--- src/rtl/student_serial_adder_if.sv ---
// Operand/result bundle for student_serial_adder.
// Optional subtract select is present only when SERIAL_ADDER_SUB_EN is defined.
interface student_serial_adder_if #(
    parameter int WIDTH = 8
);
    logic             start;
    logic [WIDTH-1:0] a_in;
    logic [WIDTH-1:0] b_in;
    logic             c_in;
`ifdef SERIAL_ADDER_SUB_EN
    logic             sub;
`endif
    logic [WIDTH-1:0] sum_out;
    logic             carry_out;
    logic             busy;
    logic             done;

`ifdef SERIAL_ADDER_SUB_EN
    modport master (
        output start, a_in, b_in, c_in, sub,
        input  sum_out, carry_out, busy, done
    );
    modport slave (
        input  start, a_in, b_in, c_in, sub,
        output sum_out, carry_out, busy, done
    );
`else
    modport master (
        output start, a_in, b_in, c_in,
        input  sum_out, carry_out, busy, done
    );
    modport slave (
        input  start, a_in, b_in, c_in,
        output sum_out, carry_out, busy, done
    );
`endif
endinterface

--- src/rtl/student_serial_adder.sv ---
// Bit-serial WIDTH-bit adder built around a single full-adder cell.
// Operands are captured on an accepted start and processed LSB-first, one bit per clock;
// the parallel result and final carry appear with a one-cycle done pulse.
// Optional feature macro: SERIAL_ADDER_SUB_EN (adds subtract select, a - b via ~b + 1).
//
// state | meaning
// IDLE  | waiting for start, last result held
// RUN   | shifting one bit pair per clock through the full adder
// DONE  | result valid, done pulse; start here chains the next operation

module student_full_adder (
    input  logic a_i,
    input  logic b_i,
    input  logic c_i,
    output logic sum_o,
    output logic carry_o
);
    assign sum_o   = a_i ^ b_i ^ c_i;
    assign carry_o = (a_i & b_i) | (c_i & (a_i ^ b_i));
endmodule

module student_serial_adder #(
    parameter int WIDTH = 8
) (
    input  logic                          clk,
    input  logic                          rst_n,
    student_serial_adder_if.slave         bus
);
    localparam int            CW   = (WIDTH > 1) ? $clog2(WIDTH) : 1;
    localparam logic [CW-1:0] LAST = CW'(WIDTH - 1);

    typedef enum logic [1:0] {
        IDLE = 2'd0,
        RUN  = 2'd1,
        DONE = 2'd2
    } state_t;

    state_t           state_q, state_d;
    logic [WIDTH-1:0] a_sr_q, a_sr_d;
    logic [WIDTH-1:0] b_sr_q, b_sr_d;
    logic [WIDTH-1:0] sum_q, sum_d;
    logic [CW-1:0]    cnt_q, cnt_d;
    logic             cy_q, cy_d;
    logic             carry_q, carry_d;

    logic             accept;
    logic             last_bit;
    logic             fa_sum;
    logic             fa_carry;
    logic [WIDTH-1:0] b_load;
    logic             cy_load;

    assign accept   = bus.start && ((state_q == IDLE) || (state_q == DONE));
    assign last_bit = (cnt_q == LAST);

    // Subtraction is a + ~b + 1, so only the loaded B operand and initial carry differ.
`ifdef SERIAL_ADDER_SUB_EN
    assign b_load  = bus.sub ? ~bus.b_in : bus.b_in;
    assign cy_load = bus.sub ? 1'b1      : bus.c_in;
`else
    assign b_load  = bus.b_in;
    assign cy_load = bus.c_in;
`endif

    student_full_adder u_fa (
        .a_i     (a_sr_q[0]),
        .b_i     (b_sr_q[0]),
        .c_i     (cy_q),
        .sum_o   (fa_sum),
        .carry_o (fa_carry)
    );

    // Next-state decode; start is only honoured outside RUN.
    always_comb begin
        state_d = state_q;
        case (state_q)
            IDLE:    if (bus.start) state_d = RUN;
            RUN:     if (last_bit)  state_d = DONE;
            DONE:    state_d = bus.start ? RUN : IDLE;
            default: state_d = IDLE;
        endcase
    end

    // Datapath next values: load on accept, shift one bit per RUN cycle, otherwise hold.
    always_comb begin
        a_sr_d  = a_sr_q;
        b_sr_d  = b_sr_q;
        sum_d   = sum_q;
        cnt_d   = cnt_q;
        cy_d    = cy_q;
        carry_d = carry_q;
        if (accept) begin
            a_sr_d  = bus.a_in;
            b_sr_d  = b_load;
            cy_d    = cy_load;
            cnt_d   = '0;
            sum_d   = '0;
            carry_d = 1'b0;
        end else if (state_q == RUN) begin
            a_sr_d = a_sr_q >> 1;
            b_sr_d = b_sr_q >> 1;
            sum_d  = {fa_sum, sum_q[WIDTH-1:1]};
            cy_d   = fa_carry;
            cnt_d  = cnt_q + CW'(1);
            if (last_bit) carry_d = fa_carry;
        end
    end

    // State and datapath registers; reset aborts any operation in flight.
    always_ff @(posedge clk or negedge rst_n) begin
        if (!rst_n) begin
            state_q <= IDLE;
            a_sr_q  <= '0;
            b_sr_q  <= '0;
            sum_q   <= '0;
            cnt_q   <= '0;
            cy_q    <= 1'b0;
            carry_q <= 1'b0;
        end else begin
            state_q <= state_d;
            a_sr_q  <= a_sr_d;
            b_sr_q  <= b_sr_d;
            sum_q   <= sum_d;
            cnt_q   <= cnt_d;
            cy_q    <= cy_d;
            carry_q <= carry_d;
        end
    end

    assign bus.sum_out   = sum_q;
    assign bus.carry_out = carry_q;
    assign bus.busy      = (state_q == RUN);
    assign bus.done      = (state_q == DONE);
endmodule

--- src/flat_wrapper.sv ---
// flat-port wrapper written by rule: the top's interface ports become plain ports
module student_serial_adder_flat 
#(
    parameter int WIDTH = 8
)
  (clk, rst_n, bus_start, bus_a_in, bus_b_in, bus_c_in, bus_sum_out, bus_carry_out, bus_busy, bus_done);
  student_serial_adder_if #(.WIDTH(WIDTH)) bus_i ();
  input  logic clk;
  input  logic rst_n;
  input wire logic [$bits(bus_i.start)-1:0] bus_start;
  input wire logic [$bits(bus_i.a_in)-1:0] bus_a_in;
  input wire logic [$bits(bus_i.b_in)-1:0] bus_b_in;
  input wire logic [$bits(bus_i.c_in)-1:0] bus_c_in;
  output wire logic [$bits(bus_i.sum_out)-1:0] bus_sum_out;
  output wire logic [$bits(bus_i.carry_out)-1:0] bus_carry_out;
  output wire logic [$bits(bus_i.busy)-1:0] bus_busy;
  output wire logic [$bits(bus_i.done)-1:0] bus_done;
  assign bus_i.start = bus_start;
  assign bus_i.a_in = bus_a_in;
  assign bus_i.b_in = bus_b_in;
  assign bus_i.c_in = bus_c_in;
  assign bus_sum_out = bus_i.sum_out;
  assign bus_carry_out = bus_i.carry_out;
  assign bus_busy = bus_i.busy;
  assign bus_done = bus_i.done;
  student_serial_adder #(.WIDTH(WIDTH)) u_core (.clk(clk), .rst_n(rst_n), .bus(bus_i));
endmodule
--- config.mk ---
export PLATFORM = sky130hd
export DESIGN_NAME = student_serial_adder_flat
export DESIGN_NICKNAME = d
export VERILOG_FILES = /design/src/rtl/student_serial_adder_if.sv /design/src/rtl/student_serial_adder.sv /design/src/flat_wrapper.sv
export SDC_FILE = /design/constraint.sdc
export NUM_CORES = 1
export LEC_CHECK = 0
export CAP_MARGIN = 0
export CORE_UTILIZATION = 45
export DETAILED_ROUTE_END_ITERATION = 10
export MAX_ROUTING_LAYER = met4
export PLACE_DENSITY = 0.83
export SLEW_MARGIN = 10
export SYNTH_ARGS = -nofsm -noshare
export SYNTH_HDL_FRONTEND = slang
export SYNTH_HIERARCHICAL = 1
export SYNTH_SLANG_ARGS = --single-unit
--- constraint.sdc ---
create_clock -name clk -period 2.5 [get_ports clk]
set_input_delay 0.625 -clock clk [delete_from_list [all_inputs] [get_ports clk]]
set_output_delay 0.625 -clock clk [all_outputs]
set_load 0.01 [all_outputs]
# After elaboration in Yosys (flattened, before gate mapping)

Cells that the tools add are included.

$add $sub $neg: 1
Multiply operators: 0
Div/mod/pow operators: 0
Order comparisons: 0
Equal/unequal tests: 5
Shift operators: 0
Mux-type cells: 17
Bitwise logic cells: 5
Reductions and logical operators: 7

Operators with widths:

| kind                | count |
|---|---|
| $mux 8              | 6 |
| $mux 1              | 6 |
| $mux 3              | 2 |
| $pmux 2 s3          | 1 |
| $mux 2              | 2 |
| $reduce_and 2->1    | 2 |
| $reduce_bool 2->1   | 2 |
| $add 3x1->3 const B | 1 |
| $eq 3x3->1 const B  | 1 |
| $and 1x1->1         | 2 |
| $eq 2x1->1 const B  | 1 |
| $eq 2x2->1 const B  | 1 |
| $logic_not 2->1     | 1 |
| $ne 2x1->1 const B  | 1 |
| $ne 2x2->1 const B  | 1 |
| $xor 1x1->1         | 2 |
| $logic_and 1x1->1   | 1 |
| $logic_or 1x1->1    | 1 |
| $or 1x1->1          | 1 |

Register bits: 31
Bits in latches: 0
Bits in writable memories: 0
ROM bits: 0
Output and inout port bits: 11
Word-level logic and storage cells: 42
Memories kept: 0

# Logic depth before layout (Yosys ltp)

Word-level depth: 6
Mapped depth: 5
Depth with buffers taken out: 5

# By module

Netlist, hierarchy kept.

By module, submodules not included:

| module               | instances | cells an instance | area an instance (sq um) | seq. area each (sq um) |
|---|---|---|---|---|
| student_serial_adder | 1         | 118               | 1,363.8                  | 775.7 |
| student_full_adder   | 1         | 1                 | 20.0                     | 0.0 |

# Worst setup path after synthesis

OpenSTA, ideal clock, no wires.

Path type: reg-to-output
Start point: reg u_core.state_q[1]
End point: out bus_busy
Arrival: 853 ps
Required time: 1,875 ps
Slack: 1,022 ps
Cell stages (with the launch flop): 4
Path buffers: 1
Cell sequence: dfrtp_1 buf_4 nand2b_1 inv_2

Longest elaborated chain between the ends: 1

Ends and longest elaborated chain:

| element                | RTL line                    | RTL |
|---|---|---|
| start, declared        | student_serial_adder.sv:38  | `state_t state_q, state_d;` |
| start signal, assigned | student_serial_adder.sv:120 | `state_q <= state_d;` |
| $eq 2x1->1             | student_serial_adder.sv:132 | `assign bus.busy = (state_q == RUN);` |
| end, declared          | flat_wrapper.sv:16          | `output wire logic [$bits(bus_i.busy)-1:0] bus_busy;` |

No other way between the ends.

# Worst setup path after layout

Ends and elaborated chain as after synthesis.

==> results.json <==
{
  "yosysTopAreaCellShare": 0.5606,
  "ys_types": 24,
  "wl_met2_um": 1392,
  "synthArstFlopShare": 1.000,
  "cts-hold-fix-buffers": 0,
  "cts_sinks": 31,
  "wl_met3_um": 172,
  "violations": "DRC",
  "cts_buffer_depth": 2,
  "p_per_area_nw_per_um2": 1226,
  "wl_met1_um": 1215,
  "grt_usage": 0.1987,
  "synth_edf_count": 0,
  "finalSetupViolCount": 0,
  "die_area_sq_um": 3301,
  "dp.cells": 176,
  "routed_wl_um": 2781,
  "cp.arrival_ns": 1.75,
  "drc": 3,
  "hold_depth": 1,
  "drt_iter0_drc": 45,
  "outcome": "finished with violations",
  "cts_tree": "built",
  "antenna_found_initial": 0,
  "drive_gt1_frac": 0.1242,
  "synth.most_common_cell": "dfrtp_1",
  "hold_viol": 0,
  "wl_per_cell_um": 15.11,
  "dp_hpwl_um": 1937,
  "netlist_instances": 119,
  "synth_area_leaders": "dfrtp_1, a22o_1, a21oi_1",
  "relSlewSlack": 0.6751,
  "die_y_um": 57.46,
  "drt_pass1_iterations": 7,
  "row_count": 19,
  "ys_top_cells_by_count": "dfrtp_1, a21oi_1, a22o_1, inv_1, o22ai_1",
  "maxCapViolCount": 0,
  "post_cts_resized": 0,
  "grt_pass1_vias": 1036,
  "ys_warn_count": 6,
  "fin_crit_sh": 0.9500,
  "clkTransAtPathRegs_ns": 0.10,
  "leakage_nw": 0.7998,
  "cts_root_buffer": "clkbuf_4",
  "register_area_sq_um": 777.0,
  "coreArea_sq_um": 2829,
  "critPathLaunchType": "flip-flop",
  "fillers": 236,
  "synth_nets": 142,
  "grt_pass1_wl_um": 4705,
  "setup_tns_ns": 0,
  "fin_nets": 175,
  "ir_drop_uv": 569.0,
  "yosys.area.top_type": "dfrtp_1",
  "port_buffers": 30,
  "yosysSeqAreaShare": 0.5606,
  "vias": 1026,
  "insertion_delay_ns": 0.33,
  "gp_congestion": 0.7278,
  "post_cts_buffers": 0,
  "multi_input_area_sq_um": 504.2,
  "synth.avg_cell_area_sq_um": 11.63,
  "synth-seq-cells": 31,
  "ff2ff_path_depth": 4,
  "ant_nets": 0,
  "die_x_um": 57.46,
  "pin_count": 31,
  "drv_slew": 0,
  "cp.required_ns": 1.88,
  "stdcell_count": 184,
  "num_antenna_cells": 0,
  "min_period_ns": 2.375,
  "fin_skew_ns": 0.009880,
  "path_max_fanout": 10,
  "syn_area_sq_um": 1384,
  "cts_max_level": 2,
  "synthFlopType": "dfrtp_1",
  "cts_buffers": 5,
  "crit_type": "reg2out",
  "grt_max_degree": 32,
  "fmax_mhz": 421.0,
  "globalRouteOverflowTotal": 0,
  "top_layer_used": "met3",
  "worstHoldPathType": "reg2reg",
  "cp-end-kind": "output pin",
  "tightestPinTransition_ns": 0.4873,
  "rsz0062_at_grt": "no",
  "area.growth.synth_to_final_pct": 28.48,
  "start_util": 0.4892,
  "viasPerCell": 5.576
}
==> registers in the layout, indices dropped and copies added, names as in the netlist <==
register,flops
u_core/a_sr_q,8
u_core/bus.carry_out,1
u_core/bus.sum_out,8
u_core/state_q,2
u_core/cnt_q,3
u_core/b_sr_q,8
u_core/cy_q,1
==> routing by layer <==
metal | global-route usage | vias to the layer above
met5 | - | -
met4 | 0.05226 | 0
met3 | 0.06803 | 0
met2 | 0.3239 | 36
met1 | 0.2348 | 498
li1 | - | 492
==> final cells by class <==
class | count | area share
clock inverter | 2 | 0.01970
clock buffer | 6 | 0.02885
tap | 31 | 0.02182
inverter | 13 | 0.02745
multi-input combinational | 68 | 0.2836
sequential | 31 | 0.4370
timing repair buffer | 33 | 0.1816
==> critical path, cell delays in order (launching register included) <==
cell             delay [ns]
dfrtp_2                0.51
nand2b_1               0.20
inv_2                  0.15
clkdlybuf4s50_1        0.56
==> power by group <==
group | total, mW | internal (mW) | switching, mW
sequential | 0.885 | 0.726 | 0.159
clock | 0.410 | 0.236 | 0.174
combinational | 0.884 | 0.473 | 0.412
==> placed cells by master, fill, tap and decap left out, types with 2 or more instances in the layout <==
master,n
buf_4,3
mux2_2,4
a21oi_1,15
inv_1,12
o22ai_1,12
ha_1,2
a211oi_1,3
nand2_1,2
clkbuf_4,5
nand2b_1,3
dfrtp_1,30
mux2i_1,3
and2b_1,3
nor2b_1,2
a22o_1,12
clkdlybuf4s50_1,30
==> per-stage QoR <==
step,total power [mW],worst slack [ns],cell area [sq um],util,hold slack [ns]
5_1_grt,2.339,0.02227,1778,0.6285,0.5376
2_1_floorplan,1.476,1.022,1384,-,0.3294
3_3_place_gp,1.727,0.4590,1690,0.5975,0.4931
6_report,2.179,0.1250,1778,0.6285,0.5180
3_5_place_dp,1.780,0.4289,1690,0.5975,0.4825
4_1_cts,2.195,0.04718,1777,0.6280,0.5177
==> worst paths after layout <==
| check | from | endpoint | slack, ns |
|---|---|---|---|
| max in group asynchronous | rst_n | u_core/state_q[1]$_DFFE_PN0P_ | 1.53 |
| worst min-delay path | u_core/a_sr_q[7]$_DFFE_PN0P_ | u_core/a_sr_q[7]$_DFFE_PN0P_ | 0.52 |
| worst max-delay path | u_core/state_q[1]$_DFFE_PN0P_ | bus_busy | 0.12 |
| min in group asynchronous | rst_n | u_core/bus.sum_out[2]$_DFFE_PN0P_ | 0.68 |
| worst min register to register | u_core/a_sr_q[7]$_DFFE_PN0P_ | u_core/a_sr_q[7]$_DFFE_PN0P_ | 0.52 |
| worst max register to register | u_core/cnt_q[0]$_DFFE_PN0P_ | u_core/cnt_q[2]$_DFFE_PN0P_ | 1.07 |
==> kinds of logic after synthesis <==
| logic type | share of synthesized area |
|---|---|
| AOI/OAI and AO/OA | 0.2206 |
| adders and majority gates | 0.03255 |
| buffers and inverters | 0.07504 |
| DFF | 0.5606 |
| muxes | 0.05425 |
| and+or+nand+nor | 0.05697 |
No activity file was read; power rests on OpenSTA's default activity.
==> RTL change: new RTL, same flow settings <==
`WIDTH` is set to 8 in 3 places; all go to 16.
--- a/src/rtl/student_serial_adder_if.sv
+++ b/src/rtl/student_serial_adder_if.sv
@@ -1,7 +1,7 @@
 // Operand/result bundle for student_serial_adder.
 // Optional subtract select is present only when SERIAL_ADDER_SUB_EN is defined.
 interface student_serial_adder_if #(
-    parameter int WIDTH = 8
+    parameter int WIDTH = 16
 );
     logic             start;
     logic [WIDTH-1:0] a_in;
--- a/src/rtl/student_serial_adder.sv
+++ b/src/rtl/student_serial_adder.sv
@@ -20,7 +20,7 @@
 endmodule
 
 module student_serial_adder #(
-    parameter int WIDTH = 8
+    parameter int WIDTH = 16
 ) (
     input  logic                          clk,
     input  logic                          rst_n,
--- a/src/flat_wrapper.sv
+++ b/src/flat_wrapper.sv
@@ -1,7 +1,7 @@
 // flat-port wrapper written by rule: the top's interface ports become plain ports
 module student_serial_adder_flat 
 #(
-    parameter int WIDTH = 8
+    parameter int WIDTH = 16
 )
   (clk, rst_n, bus_start, bus_a_in, bus_b_in, bus_c_in, bus_sum_out, bus_carry_out, bus_busy, bus_done);
   student_serial_adder_if #(.WIDTH(WIDTH)) bus_i ();
Interface: changed (resized bus_a_in, bus_b_in and bus_sum_out); port bits go from 31 to 55. The function was not compared with the original's and may differ.
==> RTL change against the original RTL <==
  * Sequential cell count is 25 higher
  * Count of clock-buffer cells in the layout is 1 lower
  * Wire length is 82% higher
  * Area after synthesis is 73% higher
  * Setup slack better by 0.22 ns
  * Power is 66% higher
  * Utilization is 3.1 points lower
  * Clock skew is 0.0073 ns lower
  * Cell area is 72% higher
  * Worst hold slack worse by 0.28 ns
  * Critical endpoint unchanged
==> RTL change: results (changes against the original RTL) <==
stage,metric,value,unit,change
global_route,grt met1 use,0.295,,was 0.235
global_route,number of global-route vias before repair,1603,,was 1036
outcome,status,completed,,was finished with violations
logic_synthesis,Post-Synth Adder-Cell Area,0.0136,,was 0.0325
route,WL/cell,14.6,µm,was 15.1 µm
power,static leakage,0.00136,µW,was 0.000800 µW
logic_synthesis,sequential element share of the synthesized area,0.585,,was 0.561
logic_synthesis,main area contributors after synthesis,"dfrtp_1, nand2_1, a22o_1",,"was dfrtp_1, a22o_1, a21oi_1"
finish,layout cells sized above 1,0.0576,,was 0.124
global_route,first-pass GRT wire length,8.18,mm,was 4.71 mm
logic_synthesis,syn_nets,268,,was 142
setup_path,R2R Path End,u_core/bus.sum_out[9]$_DFFE_PN0P_,,was u_core/cnt_q[2]$_DFFE_PN0P_
placed_design,post-DP HPWL,3.37,mm,was 1.94 mm
placed_design,GPL Wtd Cong,0.800,,was 0.728
timing,final worst setup slack,0.341,ns,was 0.125 ns
clock_tree,Skew-Pair Late Insertion Delay,0.31,ns,was 0.33 ns
logic_synthesis,post-synthesis mux area share,0.0131,,was 0.0542
route,DR vias,1847,,was 1026
clock_tree,Root Driver,clkbuf_8,,was clkbuf_4
setup_path,CP arrival,1.53,ns,was 1.75 ns
power,VDD IR max,0.845,mV,was 0.569 mV
setup_path,reg2reg start,u_core/state_q[1]$_DFFE_PN0P_,,was u_core/cnt_q[0]$_DFFE_PN0P_
global_route,met3 Use GR,0.0509,,was 0.0680
setup_path,register-to-register setup slack,0.81,ns,was 1.07 ns
placed_design,I/O Buffers,54,,was 30
finish,Final Net Count,317,,was 175
worst_hold_path,Hold WC Path Type,in2async,,was reg2reg
setup_path,reg2reg path depth,5,,was 4
route,Pre-antenna DRT Iters,4,,was 7
global_route,M2 GR Usage,0.284,,was 0.324
global_route,pin count of the biggest net entering global routing,54,,was 32
finish,final-layout fill cell count,443,,was 236
timing,worst slew pin tran,0.567,ns,was 0.487 ns
placed_design,pre-CTS setup slack,0.625,ns,was 0.429 ns
logic_synthesis,top post-synthesis cells by count,"nand2_1, dfrtp_1, a31oi_1, nor2_1, a22o_1",,"was dfrtp_1, a21oi_1, a22o_1, inv_1, o22ai_1"
setup_path,CP Max Fanout,2,,was 10
## RTL change: power by group
group,internal [µW],switching [µW]
Sequential,1330,275
Clock,288,266
Combinational,727,740
## RTL change: cells by family after synthesis
| group | Yosys count |
|---|---|
| flip-flops | 56 |
| multiplexers | 3 |
| buffers and inverters | 18 |
| adder cells (fa/ha/maj) | 2 |
| AND/OR/NAND/NOR | 98 |
| AO/OA/AOI/OAI | 53 |
## RTL change: critical path, stage by stage, from the launching register on
cell and delay [ns]:
dfrtp_1 0.38, nand2b_1 0.24, inv_6 0.08, clkdlybuf4s50_1 0.53
## RTL change: area by class of cell
class	instances	area share
flip-flops and latches	56	0.459
clock buffers	5	0.0226
multi-input cells	156	0.285
inverters	1	0.00287
clock inverters	1	0.00984
repair buffers	59	0.192
well taps	70	0.0287
## RTL change: per-stage QoR
| stage | instance area [µm²] | utilization | hold slack (ns) | power [µW] | std cells |
|---|---|---|---|---|---|
| 6_report | 3050 | 0.598 | 0.240 | 3620 | 348 |
| 5_1_grt | 3050 | 0.598 | 0.255 | 3870 | 348 |
| 4_1_cts | 3050 | 0.598 | 0.239 | 3650 | 348 |
| 3_5_place_dp | 2950 | 0.578 | 0.470 | 3090 | 342 |
| 3_3_place_gp | 2950 | 0.578 | 0.457 | 3030 | 342 |
| 2_1_floorplan | 2400 | - | 0.329 | 2610 | 230 |
## RTL change: per-layer routing
| metal | vias to the layer above | wire length (µm) |
|---|---|---|
| li1 | 892 | - |
| met3 | 8 | 236 |
| met4 | 0 | 95 |
| met2 | 45 | 2300 |
| met1 | 902 | 2430 |
| met5 | - | 0 |
## RTL change: worst min path at each step
| stage | from | to | cells past startpoint |
|---|---|---|---|
| 2_1_floorplan | rst_n | u_core/a_sr_q[0]$_DFFE_PN0P_ | 0 |
| 6_report | rst_n | u_core/bus.sum_out[0]$_DFFE_PN0P_ | 1 |
| 4_1_cts | rst_n | u_core/bus.sum_out[2]$_DFFE_PN0P_ | 1 |
| 3_3_place_gp | u_core/cnt_q[3]$_DFFE_PN0P_ | u_core/cnt_q[3]$_DFFE_PN0P_ | 1 |
| 3_5_place_dp | u_core/cnt_q[3]$_DFFE_PN0P_ | u_core/cnt_q[3]$_DFFE_PN0P_ | 1 |
| 5_1_grt | rst_n | u_core/bus.sum_out[2]$_DFFE_PN0P_ | 1 |
